$ cat config.mk
export PLATFORM = sky130hd
export DESIGN_NAME = rr_mux_arbiter
export DESIGN_NICKNAME = d
export VERILOG_FILES = /design/src/rtl/rr_mux_arbiter.sv
export SDC_FILE = /design/constraint.sdc
export NUM_CORES = 1
export LEC_CHECK = 0
export CORE_UTILIZATION = 30
export CTS_CLUSTER_DIAMETER = 100
export CTS_CLUSTER_SIZE = 8
export DETAILED_ROUTE_END_ITERATION = 10
export GPL_ROUTABILITY_DRIVEN = 0
export PLACE_DENSITY = 0.8
export SYNTH_ARGS = -nofsm -noshare
export SYNTH_HDL_FRONTEND = slang
export SYNTH_SLANG_ARGS = --single-unit
$ cat constraint.sdc
create_clock -name clk -period 5.53 [get_ports clk]
set_input_delay 1.106 -clock clk [delete_from_list [all_inputs] [get_ports clk]]
set_output_delay 1.106 -clock clk [all_outputs]
set_load 0.01 [all_outputs]
$ cat src/rtl/rr_mux_arbiter.sv
// rr_mux_arbiter: round-robin arbiter in front of a shared N:1 data mux.
// The arbiter picks one valid requester per cycle, starting its scan at a
// rotating priority pointer. It loads that requester's word into a
// one-entry output register with valid/ready handshakes on both sides.
// The mux select is generated internally from the winner index, so it
// can never be left floating or ignored by the datapath.
module rr_mux_arbiter #(
  parameter int N    = 4,
  parameter int W    = 8,
  parameter int SELW = (N > 1) ? $clog2(N) : 1
) (
  input  logic              clk,
  input  logic              rst_n,
  input  logic [N-1:0]      req_valid,
  input  logic [N*W-1:0]    req_data,
  output logic [N-1:0]      req_ready,
  output logic              out_valid,
  output logic [W-1:0]      out_data,
  input  logic              out_ready,
  output logic [SELW-1:0]   out_sel,
  output logic [N-1:0]      grant
);

  // Registered state: output word, its source index, and the priority pointer.
  logic            out_valid_q, out_valid_d;
  logic [W-1:0]    out_data_q,  out_data_d;
  logic [SELW-1:0] out_sel_q,   out_sel_d;
  logic [SELW-1:0] ptr_q,       ptr_d;

  // Arbitration results.
  logic            win_found;
  logic [SELW-1:0] win_idx;
  logic            can_accept;
  logic            xfer;

  // The output register can take a new word when it is empty or being drained.
  assign can_accept = !out_valid_q || out_ready;

  // A transfer needs a winner, room in the output register and reset released.
  assign xfer = rst_n && win_found && can_accept;

  // Scan ptr, ptr+1, ... (mod N) and take the first requester with valid set.
  always_comb begin
    int idx;
    win_found = 1'b0;
    win_idx   = '0;
    idx       = 0;
    for (int k = 0; k < N; k++) begin
      idx = int'(ptr_q) + k;
      if (idx >= N) begin
        idx = idx - N;
      end
      if (!win_found && req_valid[idx]) begin
        win_found = 1'b1;
        win_idx   = SELW'(idx);
      end
    end
  end

  // Only the winner sees ready, and only when the output register has room.
  // Ready is held low while reset is asserted so no handshake completes then.
  always_comb begin
    req_ready = '0;
    if (xfer) begin
      req_ready[win_idx] = 1'b1;
    end
  end

  // Next-state: load on transfer, clear valid on a pure drain, otherwise hold.
  always_comb begin
    int nxt;
    out_valid_d = out_valid_q;
    out_data_d  = out_data_q;
    out_sel_d   = out_sel_q;
    ptr_d       = ptr_q;
    nxt         = int'(win_idx) + 1;
    if (nxt >= N) begin
      nxt = 0;
    end
    if (xfer) begin
      out_valid_d = 1'b1;
      out_data_d  = req_data[int'(win_idx)*W +: W];
      out_sel_d   = win_idx;
      ptr_d       = SELW'(nxt);
    end else if (out_valid_q && out_ready) begin
      out_valid_d = 1'b0;
    end
  end

  // State register; synchronous reset discards any pending word and rewinds ptr.
  always_ff @(posedge clk) begin
    if (!rst_n) begin
      out_valid_q <= 1'b0;
      out_data_q  <= '0;
      out_sel_q   <= '0;
      ptr_q       <= '0;
    end else begin
      out_valid_q <= out_valid_d;
      out_data_q  <= out_data_d;
      out_sel_q   <= out_sel_d;
      ptr_q       <= ptr_d;
    end
  end

  // Grant is the one-hot form of the registered select while a word is held.
  always_comb begin
    grant = '0;
    if (out_valid_q) begin
      grant[out_sel_q] = 1'b1;
    end
  end

  assign out_valid = out_valid_q;
  assign out_data  = out_data_q;
  assign out_sel   = out_sel_q;

endmodule

# After elaboration in Yosys (flattened, before gate mapping)
# Cells that the tools add are included.
[totals] reg_bits=13 latch_bits=0 ramBits=0 romBits=0 inputBits=39 out_inout_bits=19 word_cells=73 memories=0
[classes] n_addsub=8 multipliers=0 n_div=0 order_cmp=13 eq_ne=0 shift=1 n_mux=33 bitwise=0 reduce_logical=14
[ops] cell="$lt A32 B4 Y1 const B" n=4
[ops] cell="$mux W32" n=4
[ops] cell="$shiftx A32 B6 Y8" n=1
[ops] cell="$mux W1" n=16
[ops] cell="$ge A3 B3 Y1 const B" n=4
[ops] cell="$sub A3 B3 Y4 const B" n=3
[ops] cell="$mux W2" n=5
[ops] cell="$bmux W1 S2" n=4
[ops] cell="$logic_and A1 B1 Y1" n=8
[ops] cell="$mux W4" n=2
[ops] cell="$add A2 B1 Y3 const B" n=2
[ops] cell="$add A2 B2 Y3 const B" n=2
[ops] cell="$lt A2 B3 Y1 const B" n=2
[ops] cell="$demux W1 S2" n=2
[ops] cell="$ge A2 B1 Y1 const B" n=2
[ops] cell="$logic_not A1 Y1" n=4
[ops] cell="$sub A2 B3 Y4 const B" n=1
[ops] cell="$ge A2 B3 Y1 const B" n=1
[ops] cell="$reduce_bool A2 Y1" n=1
[ops] cell="$logic_or A1 B1 Y1" n=1

# Longest topological paths before layout
# Gate-level depths: netlist (run 1).
[depth] depth_word=20 depth_mapped=7 ltp_nobuf=7

# Worst setup path before layout (run 1)
# No wires, ideal clock.
[synth_timing] kind="input -> output" from="in req_valid[2]" to="out req_ready[3]" t_arrival_ns=2.250 t_required_ns=4.424 path_slack_ns=2.174 path_stages=4 path_cell_list="or4_1 and3_1 clkbuf_1 and2_1"
[synth_via] elab_chain_cells=18 elab_cells_between_ends=34
[synth_rtl] element="from (decl)" line="14" rtl="input logic [N-1:0] req_valid,"
[synth_rtl] element="$bmux W1 S2" line="53" rtl="if (!win_found && req_valid[idx]) begin"
[synth_rtl] element="$mux W1 (not written as such) (2 in a row)" line="53"
[synth_rtl] element="$mux W1" line="53"
[synth_rtl] element="$logic_not A1 Y1" line="53"
[synth_rtl] element="$logic_and A1 B1 Y1" line="53"
[synth_rtl] element="$mux W1" line="53"
[synth_rtl] element="$logic_not A1 Y1" line="53"
[synth_rtl] element="$logic_and A1 B1 Y1" line="53"
[synth_rtl] element="$mux W1" line="53"
[synth_rtl] element="$logic_not A1 Y1" line="53"
[synth_rtl] element="$logic_and A1 B1 Y1" line="53"
[synth_rtl] element="$mux W2" line="53"
[synth_rtl] element="$lt A2 B3 Y1 (not written as such) or $ge A2 B1 Y1 (tied branches)" line="65" rtl="req_ready[win_idx] = 1'b1;"
[synth_rtl] element="$logic_and A1 B1 Y1 (not written as such)" line="65"
[synth_rtl] element="$mux W1 (not written as such)" line="65"
[synth_rtl] element="$demux W1 S2" line="65"
[synth_rtl] element="$mux W4 *" line="64" rtl="if (xfer) begin"
[synth_rtl] element="to (decl)" line="16" rtl="output logic [N-1:0] req_ready,"
# Mark *: on every way between the ends. The rest lies on a longest branch, timed or not. The select of a mux whose other input is x is not followed.

# Worst setup path in the final report (run 1)
[layout_timing] from="in req_valid[0]" to="out req_ready[3]"
# The elaborated chain is that of the path after synthesis.

==> results of run 1 <==
-- sequential cells by signal, summed over array words and instances, names as in the netlist --
name / cells
out_data: 8
out_sel: 2
ptr_q: 2
out_valid: 1
-- worst min path at each step --
stage	from	end	slack [ns]	cells past startpoint
2_1_floorplan	ptr_q[1]$_SDFFE_PN0P_	ptr_q[1]$_SDFFE_PN0P_	0.51	2
3_3_place_gp	out_sel[0]$_SDFFE_PN0P_	out_sel[0]$_SDFFE_PN0P_	0.50	2
3_5_place_dp	out_sel[0]$_SDFFE_PN0P_	out_sel[0]$_SDFFE_PN0P_	0.51	2
4_1_cts	out_sel[0]$_SDFFE_PN0P_	out_sel[0]$_SDFFE_PN0P_	0.52	2
5_1_grt	out_sel[0]$_SDFFE_PN0P_	out_sel[0]$_SDFFE_PN0P_	0.56	2
6_report	out_sel[0]$_SDFFE_PN0P_	out_sel[0]$_SDFFE_PN0P_	0.52	2
-- worst reg2reg max path, cell delays in order, from the launching register on --
cell	delay (ns)
dfxtp_1	0.47
mux2i_1	0.35
o221ai_4	0.33
and2_2	0.32
a2111oi_0	0.49
a211oi_1	0.12
-- Yosys cell counts (all sizes together) --
cell | n | share of area
a21boi | 3 | 0.026
nor2 | 5 | 0.021
a211oi | 6 | 0.051
o31a | 2 | 0.020
inv | 3 | 0.013
nand2b | 2 | 0.014
and2 | 7 | 0.056
o21ai | 4 | 0.023
o22ai | 1 | 0.0071
or3b | 1 | 0.010
nand3 | 5 | 0.034
ha | 1 | 0.014
and3 | 2 | 0.014
dfxtp | 13 | 0.30
mux2i | 11 | 0.13
clkbuf | 2 | 0.0086
buf | 2 | 0.030
and3b | 1 | 0.010
nand2 | 9 | 0.038
nor3b | 1 | 0.0086
nor2b | 2 | 0.014
o221ai | 1 | 0.030
a21oi | 9 | 0.051
o21a | 1 | 0.0086
a2111oi | 6 | 0.061
or4 | 1 | 0.0086
nor3 | 1 | 0.0057
-- cell type report --
type,count,area [sq um]
timing repair buffer,57,571
tap,31,38.8
multi-input combinational,82,573
inverter,3,11.3
sequential,13,260
clock buffer,4,26.3
fill,257,1280
-- routing by layer --
| layer | track usage | wire, um | vias up |
|---|---|---|---|
| met5 | 0 | 0 | - |
| met4 | 0.105 | 89 | 0 |
| met3 | 0.0256 | 145 | 9 |
| met2 | 0.315 | 1340 | 40 |
| met1 | 0.194 | 1110 | 453 |
| li1 | - | - | 498 |
-- cells by family (layout without fill, tap and decap cells) --
group,after synthesis,count (layout),synth area share
simple gates,37,37,0.235
fa+ha+maj,1,1,0.0142
flops,13,13,0.296
compound gates,33,33,0.278
buf+inv,7,64,0.0513
mux,11,11,0.125
-- stage by stage --
step	std cells	total power [mW]	hold WS, ns	instance area [sq um]
3_5_place_dp	186	0.296	0.510	1450
6_report	190	0.354	0.525	1480
3_3_place_gp	186	0.290	0.502	1450
5_1_grt	190	0.375	0.559	1480
2_1_floorplan	102	0.217	0.506	878
4_1_cts	190	0.357	0.521	1480
-- power groups by stage --
stage / logic (mW) / registers (mW) / clock network [mW]
4_1_cts: 0.167 / 0.127 / 0.0625
3_3_place_gp: 0.161 / 0.128 / 0
5_1_grt: 0.179 / 0.129 / 0.0671
6_report: 0.166 / 0.127 / 0.0606
3_5_place_dp: 0.166 / 0.129 / 0
2_1_floorplan: 0.0848 / 0.132 / 0
==> impl_metrics.env, run 1 <==
export IMPL_status="finished clean"
export IMPL_yosys_cell_types_count=33
export IMPL_cpMaxStageDelayCell="clkdlybuf4s50_1"
export IMPL_drt_total_wl_mm=2.69
export IMPL_grt_total_usage=0.176
export IMPL_worstReg2RegEnd="out_data[0]$_SDFFE_PN0P_"
export IMPL_crit_start="req_valid[0]"
export IMPL_path_clk_slew_ns=0.08
export IMPL_power_share_combinational=0.469
export IMPL_critical_path_buf_inv_count=3
export IMPL_dieHeight_um=56.1
export IMPL_post_cts_resized=0
export IMPL_p_leak_nw=0.581
export IMPL_syn_avg_cell_area_sq_um=8.61
export IMPL_initialDrtViolationCount=18
export IMPL_syn_num_nets=142
export IMPL_grt_pass1_wl_mm=4.38
export IMPL_tightest_slew_ns=0.675
export IMPL_max_freq_mhz=222
export IMPL_areaGrowthSynthToFinish_pct=68.5
export IMPL_pre_cts_slack_ns=1.05
export IMPL_cts_hold_buf=0
export IMPL_cp_common_cell="clkdlybuf4s50_1"
export IMPL_placementRows=19
export IMPL_swShare=0.347
export IMPL_cts_buffers=3
export IMPL_worstPathMaxFanout=17
export IMPL_coreArea_sq_um=2760
export IMPL_final_util=0.537
export IMPL_portBuffers=57
export IMPL_root_buffer="clkbuf_4"
export IMPL_cp_num_cells=7
export IMPL_ys_ff_latch=13
export IMPL_worstSetupPathType="in -> out"
export IMPL_crit_family="buffers and inverters"
export IMPL_slew_headroom=0.550
export IMPL_clk_latency_ns=0.28
export IMPL_setup_slack_ns=1.03
export IMPL_n_antenna_cell=0
export IMPL_vias=1000
export IMPL_crit_required_ns=4.42
export IMPL_power_internal_mw=0.231
export IMPL_reg2reg_setup_slack_ns=3.32
export IMPL_layout_common_cells="57 x clkdlybuf4s50_1, 13 x dfxtp_1, 11 x mux2i_1"
export IMPL_slowest_delay_ns=0.57
export IMPL_cts_tree="built"
export IMPL_cts_htree_levels=1
export IMPL_finClkSkew_ns=0.00310
export IMPL_tns_ns=0
export IMPL_mostFrequentLayoutCell="clkdlybuf4s50_1"
export IMPL_hold_path_class="reg -> reg"
export IMPL_worstPathArrival_ns=3.40
export IMPL_finalHoldViolCount=0
export IMPL_post_dp_hpwl_mm=2.13
export IMPL_post_cts_buffers=0
export IMPL_grt_overflow=0
export IMPL_wire_per_inst_um=14.1
export IMPL_p_clk_frac=0.171
export IMPL_synth_warnings=0
export IMPL_synth_seq_area_share=0.296
export IMPL_power_frac_seq=0.359
export IMPL_vdd_drop_max_uv=148
export IMPL_setup_viol=0
export IMPL_drive_gt1_frac=0.0692
export IMPL_drt_pass1_iter_count=4
export IMPL_max_cap_violations=0
export IMPL_netlist_area_sq_um=878
export IMPL_grt_setup_unrepaired="false"
export IMPL_pin_count=58
export IMPL_endpoint_kind="output pin"
export IMPL_synth_cells=102
export IMPL_path_cells="clkdlybuf4s50_1, mux2i_1, o221ai_4, inv_2, ha_1, and2_1, clkdlybuf4s50_1"
export IMPL_endpoint="req_ready[3]"
export IMPL_startpoint_type="input pin"
export IMPL_r2r_start="ptr_q[1]$_SDFFE_PN0P_"
export IMPL_dieArea_sq_um=3150
export IMPL_antenna_found_initial=0
export IMPL_ant_nets=0
export IMPL_avgViaCountPerCell=5.26
export IMPL_layout_min_cycle_time_ns=4.50
export IMPL_p_per_area_nw_per_um2=239
export IMPL_drc=0
export IMPL_rr_worst_depth=5
export IMPL_p_sw_mw=0.123
export IMPL_grt_max_degree=18
export IMPL_fin_crit_sh=0.814
export IMPL_nets=200
export IMPL_clock_sinks=13
export IMPL_die_w_um=56.1
export IMPL_cts_max_path_buffers=2
export IMPL_start_util=0.319
export IMPL_drv_slew=0
export IMPL_grt_pass1_vias=1011
Power figures use the tool's default switching activity.
==> inputs of run 2 (changes only) <==
--- a/config.mk
+++ b/config.mk
@@ -10,7 +10,7 @@
 export CTS_CLUSTER_SIZE = 8
 export DETAILED_ROUTE_END_ITERATION = 10
 export GPL_ROUTABILITY_DRIVEN = 0
-export PLACE_DENSITY = 0.8
+export PLACE_DENSITY = 0.83
 export SYNTH_ARGS = -nofsm -noshare
 export SYNTH_HDL_FRONTEND = slang
 export SYNTH_SLANG_ARGS = --single-unit
==> constraint.sdc (replaced) <==
create_clock -name clk -period 4.1 [get_ports clk]
set_input_delay 0.82 -clock clk [delete_from_list [all_inputs] [get_ports clk]]
set_output_delay 0.82 -clock clk [all_outputs]
set_load 0.01 [all_outputs]
==> impl_metrics.env, run 2 (synthesis gave the netlist of run 1 again) <==
export IMPL_fin_crit_sh=0.928
export IMPL_rr_worst_depth=6
export IMPL_avgViaCountPerCell=5.17
export IMPL_worstReg2RegEnd="out_data[5]$_SDFFE_PN0P_"
export IMPL_top_layer="met4"
export IMPL_ant_nets=0
export IMPL_largest_reg_flops=8
export IMPL_endpoint="req_ready[2]"
export IMPL_worstPathMaxFanout=11
export IMPL_path_clk_slew_ns=0.09
export IMPL_met1Wirelength_mm=1.04
export IMPL_post_cts_buffers=0
export IMPL_p_total_mw=0.477
export IMPL_setup_slack_ns=0.296
export IMPL_p_per_area_nw_per_um2=319
export IMPL_pre_cts_slack_ns=0.321
export IMPL_clock_sinks=13
export IMPL_root_buffer="clkbuf_4"
export IMPL_hold_path_depth=2
export IMPL_setup_viol=0
export IMPL_finClkSkew_ns=0.00785
export IMPL_worstSetupPathType="in -> out"
export IMPL_drive_gt1_frac=0.0807
export IMPL_startpoint_type="input pin"
export IMPL_regArea_sq_um=260
export IMPL_hold_path_class="reg -> reg"
export IMPL_vdd_drop_max_uv=202
export IMPL_reg2reg_setup_slack_ns=2.02
export IMPL_cts_tree="built"
export IMPL_nets=202
export IMPL_die_w_um=56.1
export IMPL_placementRows=19
export IMPL_coreArea_sq_um=2760
export IMPL_drt_pass1_iter_count=4
export IMPL_wire_per_inst_um=13.5
export IMPL_slew_headroom=0.675
export IMPL_multi_input_area_sq_um=573
export IMPL_dieArea_sq_um=3150
export IMPL_grt_pass1_wl_mm=4.25
export IMPL_crit_required_ns=3.28
export IMPL_post_dp_hpwl_mm=2.06
export IMPL_cts_max_path_buffers=2
export IMPL_layout_min_cycle_time_ns=3.80
export IMPL_n_antenna_cell=0
export IMPL_cts_buffers=3
export IMPL_grt_max_degree=17
export IMPL_cts_hold_buf=0
export IMPL_status="finished clean"
export IMPL_endpoint_kind="output pin"
export IMPL_pin_count=58
export IMPL_vias=993
export IMPL_antenna_found_initial=0
export IMPL_mostFrequentLayoutCell="clkdlybuf4s50_1"
export IMPL_drv_slew=0
export IMPL_fillers=274
export IMPL_crit_start="req_valid[3]"
export IMPL_worstPathArrival_ns=2.98
export IMPL_drt_total_wl_mm=2.60
export IMPL_max_freq_mhz=263
export IMPL_portBuffers=57
export IMPL_p_leak_nw=0.590
export IMPL_tns_ns=0
export IMPL_clk_latency_ns=0.27
export IMPL_grt_pass1_vias=1018
export IMPL_grt_setup_unrepaired="false"
export IMPL_start_util=0.319
export IMPL_finalHoldViolCount=0
export IMPL_initialDrtViolationCount=27
export IMPL_met2_length_mm=1.41
export IMPL_drc=0
export IMPL_dr_wl_met3_um=135
export IMPL_r2r_start="ptr_q[1]$_SDFFE_PN0P_"
export IMPL_grt_total_usage=0.167
export IMPL_grt_overflow=0
export IMPL_post_cts_resized=0
export IMPL_tightest_slew_ns=0.485
export IMPL_areaGrowthSynthToFinish_pct=70.2
export IMPL_layout_common_cells="57 x clkdlybuf4s50_1, 13 x dfxtp_1, 11 x mux2i_1"
export IMPL_dieHeight_um=56.1
export IMPL_max_cap_violations=0
export IMPL_cts_htree_levels=1
[run 2: changes by cell type in the layout (fill, tap and decap cells not counted), sizes merged]
| cell | change |
|---|---|
| buf | +2 |
[run 2: layer usage]
layer  vias to the layer above  global-route usage
met5                         -                   0
met4                         0              0.0488
met3                         2              0.0372
met2                        33               0.323
met1                       460               0.176
li1                        498                   -
[run 2: worst max-delay path, cell delays in order]
cell             delay, ns
clkdlybuf4s50_1       0.49
or4_1                 0.59
and3_1                0.33
nand2_1               0.21
nor2_1                0.07
clkdlybuf4s50_1       0.47
[run 2: where the power goes]
part	internal [mW]	total, mW	switching (mW)
registers	0.150	0.171	0.0210
logic	0.127	0.229	0.101
clock network	0.0376	0.0781	0.0405
[run 2: how the worst min path moves through the flow]
stage	start	endpoint	slack [ns]
final	out_sel[0]$_SDFFE_PN0P_	out_sel[0]$_SDFFE_PN0P_	0.52
after floorplan	ptr_q[1]$_SDFFE_PN0P_	ptr_q[1]$_SDFFE_PN0P_	0.51
after detailed placement	out_sel[0]$_SDFFE_PN0P_	out_sel[0]$_SDFFE_PN0P_	0.51
after global routing	out_sel[0]$_SDFFE_PN0P_	out_sel[0]$_SDFFE_PN0P_	0.56
after global placement	out_sel[0]$_SDFFE_PN0P_	out_sel[0]$_SDFFE_PN0P_	0.50
after CTS	out_sel[0]$_SDFFE_PN0P_	out_sel[0]$_SDFFE_PN0P_	0.52
[run 2: layout make-up]
type	count	share of cell area
tap	31	0.0259
clock buffer	4	0.0176
timing repair buffer	59	0.392
multi-input combinational	82	0.383
sequential	13	0.174
inverter	3	0.00753
[run 2: through the flow]
stage	cell area [sq um]	util	std cells	hold slack (ns)
2_1_floorplan	878	-	102	0.506
3_3_place_gp	1470	0.533	188	0.499
3_5_place_dp	1470	0.533	188	0.512
4_1_cts	1500	0.542	192	0.522
5_1_grt	1500	0.542	192	0.563
6_report	1500	0.542	192	0.520
==> inputs of run 3 (changes only) <==
--- a/config.mk
+++ b/config.mk
@@ -6,11 +6,12 @@
 export NUM_CORES = 1
 export LEC_CHECK = 0
 export CORE_UTILIZATION = 30
-export CTS_CLUSTER_DIAMETER = 100
+export CTS_CLUSTER_DIAMETER = 50
 export CTS_CLUSTER_SIZE = 8
 export DETAILED_ROUTE_END_ITERATION = 10
 export GPL_ROUTABILITY_DRIVEN = 0
 export PLACE_DENSITY = 0.83
+export REMOVE_ABC_BUFFERS = 1
 export SYNTH_ARGS = -nofsm -noshare
 export SYNTH_HDL_FRONTEND = slang
 export SYNTH_SLANG_ARGS = --single-unit
==> impl_metrics.env, run 3 (synthesis gave the netlist of run 1 again) <==
export IMPL_p_sw_mw=0.165
export IMPL_cts_buffers=3
export IMPL_power_frac_seq=0.354
export IMPL_areaGrowthSynthToFinish_pct=70.2
export IMPL_start_util=0.319
export IMPL_avgViaCountPerCell=5.35
export IMPL_clock_sinks=13
export IMPL_path_clk_slew_ns=0.08
export IMPL_antenna_found_initial=0
export IMPL_crit_required_ns=3.28
export IMPL_drive_gt1_frac=0.0807
export IMPL_clk_latency_ns=0.28
export IMPL_layout_min_cycle_time_ns=3.81
export IMPL_post_cts_resized=0
export IMPL_tns_ns=0
export IMPL_startpoint_type="input pin"
export IMPL_mostFrequentLayoutCell="clkdlybuf4s50_1"
export IMPL_p_clk_frac=0.167
export IMPL_grt_overflow=0
export IMPL_wire_per_inst_um=14.3
export IMPL_grt_max_degree=17
export IMPL_cts_htree_levels=1
export IMPL_power_share_combinational=0.480
export IMPL_drt_pass1_iter_count=4
export IMPL_n_antenna_cell=0
export IMPL_post_dp_hpwl_mm=2.20
export IMPL_max_freq_mhz=263
export IMPL_worstPathArrival_ns=2.99
export IMPL_layout_common_cells="57 x clkdlybuf4s50_1, 13 x dfxtp_1, 11 x mux2i_1"
export IMPL_dieHeight_um=56.1
export IMPL_fin_crit_sh=0.928
export IMPL_cts_tree="built"
export IMPL_largest_reg_flops=8
export IMPL_p_leak_nw=0.590
export IMPL_vdd_drop_max_uv=231
export IMPL_cts_hold_buf=0
export IMPL_vias=1027
export IMPL_ant_nets=0
export IMPL_finClkSkew_ns=0.00625
export IMPL_max_cap_violations=0
export IMPL_swShare=0.344
export IMPL_hold_path_class="reg -> reg"
export IMPL_timing_hold_ws_ns=0.523
export IMPL_worstPathMaxFanout=11
export IMPL_drc=0
export IMPL_drv_slew=0
export IMPL_grt_total_usage=0.188
export IMPL_placed_cells=188
export IMPL_coreArea_sq_um=2760
export IMPL_pin_count=58
export IMPL_placementRows=19
export IMPL_die_w_um=56.1
export IMPL_endpoint_kind="output pin"
export IMPL_tightest_slew_ns=0.505
export IMPL_root_buffer="clkbuf_4"
export IMPL_p_per_area_nw_per_um2=320
export IMPL_portBuffers=57
export IMPL_grt_pass1_vias=1093
export IMPL_slew_headroom=0.654
export IMPL_grt_pass1_wl_mm=4.62
export IMPL_final_area_sq_um=1500
export IMPL_cts_max_path_buffers=2
export IMPL_initialDrtViolationCount=6
export IMPL_setup_slack_ns=0.294
export IMPL_finalNonFillerCells=192
export IMPL_worstSetupPathType="in -> out"
export IMPL_setup_viol=0
export IMPL_placed_area_sq_um=1470
export IMPL_dieArea_sq_um=3150
export IMPL_finalHoldViolCount=0
export IMPL_grt_setup_unrepaired="false"
export IMPL_post_cts_buffers=0
export IMPL_nets=202
export IMPL_status="finished clean"
export IMPL_drt_total_wl_mm=2.74
export IMPL_pre_cts_slack_ns=0.294
export IMPL_power_internal_mw=0.314
==> run 3: cell type report <==
class / count / area [sq um]
clock buffers: 4 / 26.3
repair buffers: 59 / 586
multi-input cells: 82 / 573
flip-flops and latches: 13 / 260
well taps: 31 / 38.8
inverters: 3 / 11.3
fillers: 264 / 1260
==> run 3: power by group through the flow <==
stage / Clock [mW] / Combinational (mW) / Sequential (mW)
detailed placement: 0 / 0.231 / 0.172
global placement: 0 / 0.222 / 0.171
CTS: 0.0812 / 0.232 / 0.170
global route: 0.0876 / 0.252 / 0.173
finish: 0.0798 / 0.230 / 0.170
floorplan: 0 / 0.105 / 0.178
==> run 3: final timing paths <==
kind	start	endpoint	slack (ns)	depth (start not counted)
max	req_valid[3]	req_ready[2]	0.29	6
min	out_sel[0]$_SDFFE_PN0P_	out_sel[0]$_SDFFE_PN0P_	0.52	2
max reg2reg	ptr_q[1]$_SDFFE_PN0P_	out_data[0]$_SDFFE_PN0P_	2.00	6
min reg2reg	out_sel[0]$_SDFFE_PN0P_	out_sel[0]$_SDFFE_PN0P_	0.52	2
==> run 3: metrics by stage <==
stage	power [mW]	utilization
5_1_grt	0.512	0.542
4_1_cts	0.482	0.542
2_1_floorplan	0.283	-
3_5_place_dp	0.403	0.533
6_report	0.479	0.542
3_3_place_gp	0.393	0.533
==> run 3: routing by layer <==
layer,global-route usage,part of all wire,up-vias
li1,-,-,503
met1,0.184,0.39,469
met2,0.362,0.52,47
met3,0.0465,0.072,8
met4,0.0906,0.020,0
met5,0,0,-
==> run 3: critical path: stages <==
cell and delay (ns):
clkdlybuf4s50_1 0.50, or4_1 0.61, and3_1 0.33, nand2_1 0.18, nor2_1 0.06, clkdlybuf4s50_1 0.48
==> patch 1: new RTL, settings of run 3 <==
Make the reset (`rst_n`) asynchronous in one clocked block. Comments in the files are not updated.
--- a/src/rtl/rr_mux_arbiter.sv
+++ b/src/rtl/rr_mux_arbiter.sv
@@ -88,7 +88,7 @@
   end
 
   // State register; synchronous reset discards any pending word and rewinds ptr.
-  always_ff @(posedge clk) begin
+  always_ff @(posedge clk or negedge rst_n) begin
     if (!rst_n) begin
       out_valid_q <= 1'b0;
       out_data_q  <= '0;
Check against the original RTL: differs if rst_n is asserted again (counterexample within 4 cycles, from zero or initial values and one cycle with rst_n low); with rst_n held inactive, the same outputs for 10 cycles.
==> patch 1 against run 3 <==
- routed wire length down 15%
- area after synthesis down 1.1%
- fmax up 6.7%
- critical endpoint is now req_ready[3]
- clock skew down 0.0033 ns
- final cell count down 7.8%
- setup slack better by 0.24 ns
- cell area unchanged
- synthesized cell count down 17%
- total power up 48%
- sequential cell count unchanged
==> patch 1: results (changes against run 3) <==
- The run finished with clean final reports.
- In this design, the largest share of critical-path delay is due to buffers and inverters.
- The first-pass GRT wire length came to 3.80 mm (-18%).
- The overall die width is 55.8 um (-0.55%).
- The clock latency at the later pin of the worst-skew pair was 0.26 ns (-0.02 ns).
- The maximum number of pins on one net before global-route repair is 14 (-3).
- The sum of met3 wire segment lengths after detailed routing is 161 um (-18%).
- The met1 wire length is 964 um (-9.1%).
- The count of buffers not belonging to the clock network in the layout came to 61 (+3.4%).
- The post-place setup slack is 0.532 ns (+0.238 ns).
- The fraction of met3 tracks used by global routing is 3.72% (-0.93 points).
- The number of nets at the end of the flow was 187 (-7.4%).
- The non-clock buffer area fraction after layout is 40.2% (+1.0 points).
- The slowest stage cell on the critical path is sky130_fd_sc_hd__clkdlybuf4s50_1.
- The total power consumption of the routed design was 0.709 mW (+48%).
- In the post-synthesis netlist, the biggest area contributors are sky130_fd_sc_hd__dfrtp_1, sky130_fd_sc_hd__mux2i_1, sky130_fd_sc_hd__o221ai_1.
- The cell count after placement is 173 (-8.0%).
- The count of mapped cells out of synthesis is 85 (-17%).
- The met2 wirelength from detailed routing was 1.21 mm (-15%).
- The data arrival time of the worst path came to 2.75 ns (-0.24 ns).
- The number of distinct library cells after synthesis is 27 (-18%).
- The average wire length per cell after detail routing was 13.2 um (-7.7%).
- The number of vias in the routed layout came to 886 (-14%).
- The total combinational power is 0.418 mW (+82%).
- The total track usage is 15.1% (-3.7 points).
- The number of global-route vias before repair is 945 (-14%).
- The maximum fanout count along the critical path is 5 (-6).
- The met1 demand-to-capacity share in global routing is 16.5% (-1.9 points).
- The area share of fa/ha/maj cells after synthesis is 1.44% (+0.016 points).
- The worst register-to-register path begins at ptr_q[0]$_DFFE_PN0P_.
- The number of non-clock inverters came to 5 (+2).
- The number of DRC markers in iteration 0 is 10 (+4).
- The filler-free cell count of the finished design is 177 (-7.8%).
- In this run the most critical hold path is launched from out_data[0]$_DFFE_PN0P_.
- The delay of the slowest cell on the worst path came to 0.55 ns (-0.06 ns).
- The number of optimization iterations in the first detailed-route pass is 2 (-2).
- The fraction of standard cell area in multi-input logic is 32.5% (-5.9 points).
- The fraction of final layout cells sized beyond drive strength 1 came to 11.0% (+2.9 points).
- The share of synthesized flip-flops with an asynchronous set or reset came to 100% (+100 points).
- The sequential cell count is 13 (unchanged).
- The leakage power summed over all cells is 0.671 nW (+14%).
- The fraction of standard cell area that is sequential was 21.8% (+4.4 points).
- The multi-input logic area came to 485 um2 (-15%).
- The cell-internal power is 0.454 mW (+44%).
- The sequential share of power is 30.0% (-5.4 points).
- The layout filler cell count is 272 (+3.0%).
- The post-detailed-placement half-perimeter wirelength is 1.92 mm (-13%).
- The number of multi-input combinational cells came to 63 (-23%).
- The met2 global-route usage is 30.3% (-5.9 points).
- The clock skew after layout was 0.00295 ns (-0.00331 ns).
- The compound-gate portion of the synthesized area is 18.7% (-9.0 points).
## patch 1: cell count changes in the layout (fill, tap and decap cells not counted), sizes merged, moves of 5 or more
cell | run 3 | this run
and2 | 7 | 1
dfxtp | 13 | 0
a211oi | 6 | 0
nand3 | 5 | 0
o221ai | 1 | 8
a2111oi | 6 | 0
mux2i | 11 | 16
dfrtp | 0 | 13
a21oi | 9 | 2
## patch 1: final timing paths
path / end / slack [ns] / cells after the start
worst max-delay path: req_ready[3] / 0.53 / 8
worst min-delay path: out_data[0]$_DFFE_PN0P_ / 0.50 / 2
worst max register to register: out_data[0]$_DFFE_PN0P_ / 2.51 / 6
worst min register to register: out_data[0]$_DFFE_PN0P_ / 0.50 / 2
max in group asynchronous: out_data[7]$_DFFE_PN0P_ / 3.02 / 2
min in group asynchronous: ptr_q[0]$_DFFE_PN0P_ / 0.92 / 2
## patch 1: worst min-delay path: cells and delay by family, from the launching register on
kind / cells / cell delay (ns)
flops: 1 / 0.35
simple gates: 1 / 0.05
compound gates: 1 / 0.06
==> patch 2: new RTL, settings of run 3 <==
Without the edit above. Change the parameter `N` from 4 to 2.
--- a/src/rtl/rr_mux_arbiter.sv
+++ b/src/rtl/rr_mux_arbiter.sv
@@ -5,7 +5,7 @@
 // The mux select is generated internally from the winner index, so it
 // can never be left floating or ignored by the datapath.
 module rr_mux_arbiter #(
-  parameter int N    = 4,
+  parameter int N    = 2,
   parameter int W    = 8,
   parameter int SELW = (N > 1) ? $clog2(N) : 1
 ) (
Interface: changed (5 resized); port bits go from 58 to 35. No check against the original RTL was run, so the function may have changed too.
==> patch 2 against run 3 <==
- total power shrank 43%
- count of clock-buffer cells in the layout is the same
- cell area down 36%
- critical endpoint is now req_ready[1]
- non-clock buffer count down 23
- critical path depth decreased by 1
- setup slack gained 0.42 ns
- global-route usage is 2.4 points lower
- area after synthesis decreased by 33%
- sequential cell count down 2
- clock skew down 0.0019 ns
- routed wire length shrank 43%
==> patch 2: results (changes against run 3) <==
- The met2 wirelength from detailed routing was 726 um (-49%).
- The count of mapped cells out of synthesis came to 55 (-46%).
- The min-delay analysis places its worst path in the category reg -> reg.
- The fraction of final layout cells sized beyond drive strength 1 is 7.95% (-0.12 points).
- The worst-case register-to-register setup slack is 2.59 ns (+0.59 ns).
- The CTS buffer count is 3 (unchanged).
- The maximum number of pins on one net before global-route repair is 20 (+3).
- The leakage power summed over all cells came to 0.348 nW (-41%).
- The cell-internal power is 0.202 mW (-36%).
- The average wire length per cell after detail routing is 13.7 um (-3.9%).
- The count of port buffers added during placement came to 34 (-40%).
- The path with the worst hold slack has its endpoint at ptr_q$_SDFFE_PN0P_.
- The total track usage was 16.5% (-2.4 points).
- The number of cells traversed by the worst hold path is 1 (-1).
- The sequential-to-total area share from yosys stat is 37.5% (+7.9 points).
- After synthesis, the cell types taking the most area are sky130_fd_sc_hd__dfxtp_1, sky130_fd_sc_hd__o221a_1, sky130_fd_sc_hd__a311o_1.
- The number of global-route vias before repair was 547 (-50%).
- The flow ran to the end, and the final reports show no timing, DRC or antenna violations.
- The number of distinct library cells after synthesis is 19 (-42%).
- The highest signal layer in the routed design is met4.
- The number of optimization iterations in the first detailed-route pass was 4 (unchanged).
- The clock skew after layout is 0.00437 ns (-0.00189 ns).
- The post-place setup slack came to 0.741 ns (+0.446 ns).
- The tree is rooted in a sky130_fd_sc_hd__clkbuf_4.
- The average vias per placed instance was 5.26 (-1.7%).
- The number of DRC markers in iteration 0 is 13 (+7).
- The data arrival time of the worst path was 2.56 ns (-0.43 ns).
- The number of nets at the end of the flow was 110 (-46%).
- The transition time at the pin with the least slew margin is 0.740 ns (+0.235 ns).
- The maximum fanout count along the critical path is 18 (+7).
- The later pin in the worst-skew pair is clocked with a latency of ~0.27 ns.
- After synthesis, the most frequently instantiated cells are sky130_fd_sc_hd__dfxtp_1, sky130_fd_sc_hd__a21boi_0, sky130_fd_sc_hd__a311o_1, sky130_fd_sc_hd__o221a_1, sky130_fd_sc_hd__buf_2.
- The first-pass GRT wire length is 2.48 mm (-46%).
- The worst hold path begins at ptr_q$_SDFFE_PN0P_.
- The flip-flop count of the largest register after layout is 8 (unchanged).
- The count of yosys warnings during synthesis is 0 (unchanged).
- The maximum vdd ir drop is 0.000115 V (-50%).
- The logic depth of the worst register-to-register path came to 3 (-3).
- The startpoint of the most critical register-to-register path is ptr_q$_SDFFE_PN0P_.
- The total detailed-routing wirelength is 1.55 mm (-43%).
- The met1 wire length is 691 um (-35%).
- The sum of met3 wire segment lengths after detailed routing came to 123 um (-38%).
- The share of synthesized flip-flops with an asynchronous set or reset is 0% (unchanged).
patch 2: changes by cell type in the layout (fill, tap and decap cells not counted), sizes merged, moves of 6 or more:
cell / run 3 / this run
a21oi: 9 / 0
a311o: 0 / 8
o221a: 0 / 8
and2: 7 / 1
mux2i: 11 / 0
a2111oi: 6 / 0
nand2: 9 / 0
a21boi: 3 / 9
clkdlybuf4s50: 57 / 34
patch 2: power by group through the flow:
stage          Sequential, mW  Combinational (mW)  Clock [mW]
4_1_cts                 0.120              0.0803      0.0776
2_1_floorplan           0.126              0.0275           0
5_1_grt                 0.121              0.0871      0.0841
6_report                0.120              0.0802      0.0745
3_5_place_dp            0.123              0.0800           0
3_3_place_gp            0.122              0.0789           0
patch 2: worst max-delay path, stage by stage:
cell and delay [ns]:
sky130_fd_sc_hd__clkdlybuf4s50_1 0.45, sky130_fd_sc_hd__nand2b_1 0.44, sky130_fd_sc_hd__nand4b_1 0.23, sky130_fd_sc_hd__inv_1 0.09, sky130_fd_sc_hd__clkdlybuf4s50_1 0.53
patch 2: layout make-up:
| type | instances | area [um2] |
|---|---|---|
| clock buffers | 4 | 26.3 |
| fillers | 166 | 830 |
| multi-input cells | 36 | 317 |
| flip-flops and latches | 11 | 220 |
| inverters | 1 | 3.75 |
| repair buffers | 36 | 355 |
| well taps | 25 | 31.3 |
patch 2: routing by layer:
metal / global-route usage, % / up-vias
li1: - / 291
met1: 19.3 / 270
met2: 27.3 / 31
met3: 3.14 / 2
met4: 10.0 / 0
met5: 0 / -
patch 2: how the worst max path moves through the flow:
stage | startpoint | end | slack (ns) | cells past startpoint
detailed placement | req_valid[0] | req_ready[1] | 0.74 | 5
floorplan | req_valid[0] | req_ready[0] | 1.80 | 2
global route | req_valid[0] | req_ready[0] | 0.58 | 4
finish | req_valid[0] | req_ready[1] | 0.72 | 5
global placement | rst_n | req_ready[0] | 0.75 | 5
CTS | rst_n | req_ready[0] | 0.73 | 5
patch 2: metrics by stage:
step                util [%]  instance area, um2  total power [mW]  hold slack (ns)
floorplan                  -                 541             0.153            0.464
global placement        52.0                 927             0.201            0.476
detailed placement      52.0                 927             0.203            0.483
CTS                     53.5                 953             0.278            0.500
global route            53.5                 953             0.293            0.528
finish                  53.5                 953             0.275            0.504
patch 2: logic make-up (layout without fill, tap and decap cells):
| logic type | Yosys count | after routing | synth area share, % |
|---|---|---|---|
| AND/OR/NAND/NOR | 6 | 6 | 7.25 |
| buffers and inverters | 8 | 41 | 8.53 |
| AO/OA/AOI/OAI | 30 | 30 | 46.7 |
| flip-flops | 11 | 11 | 37.5 |
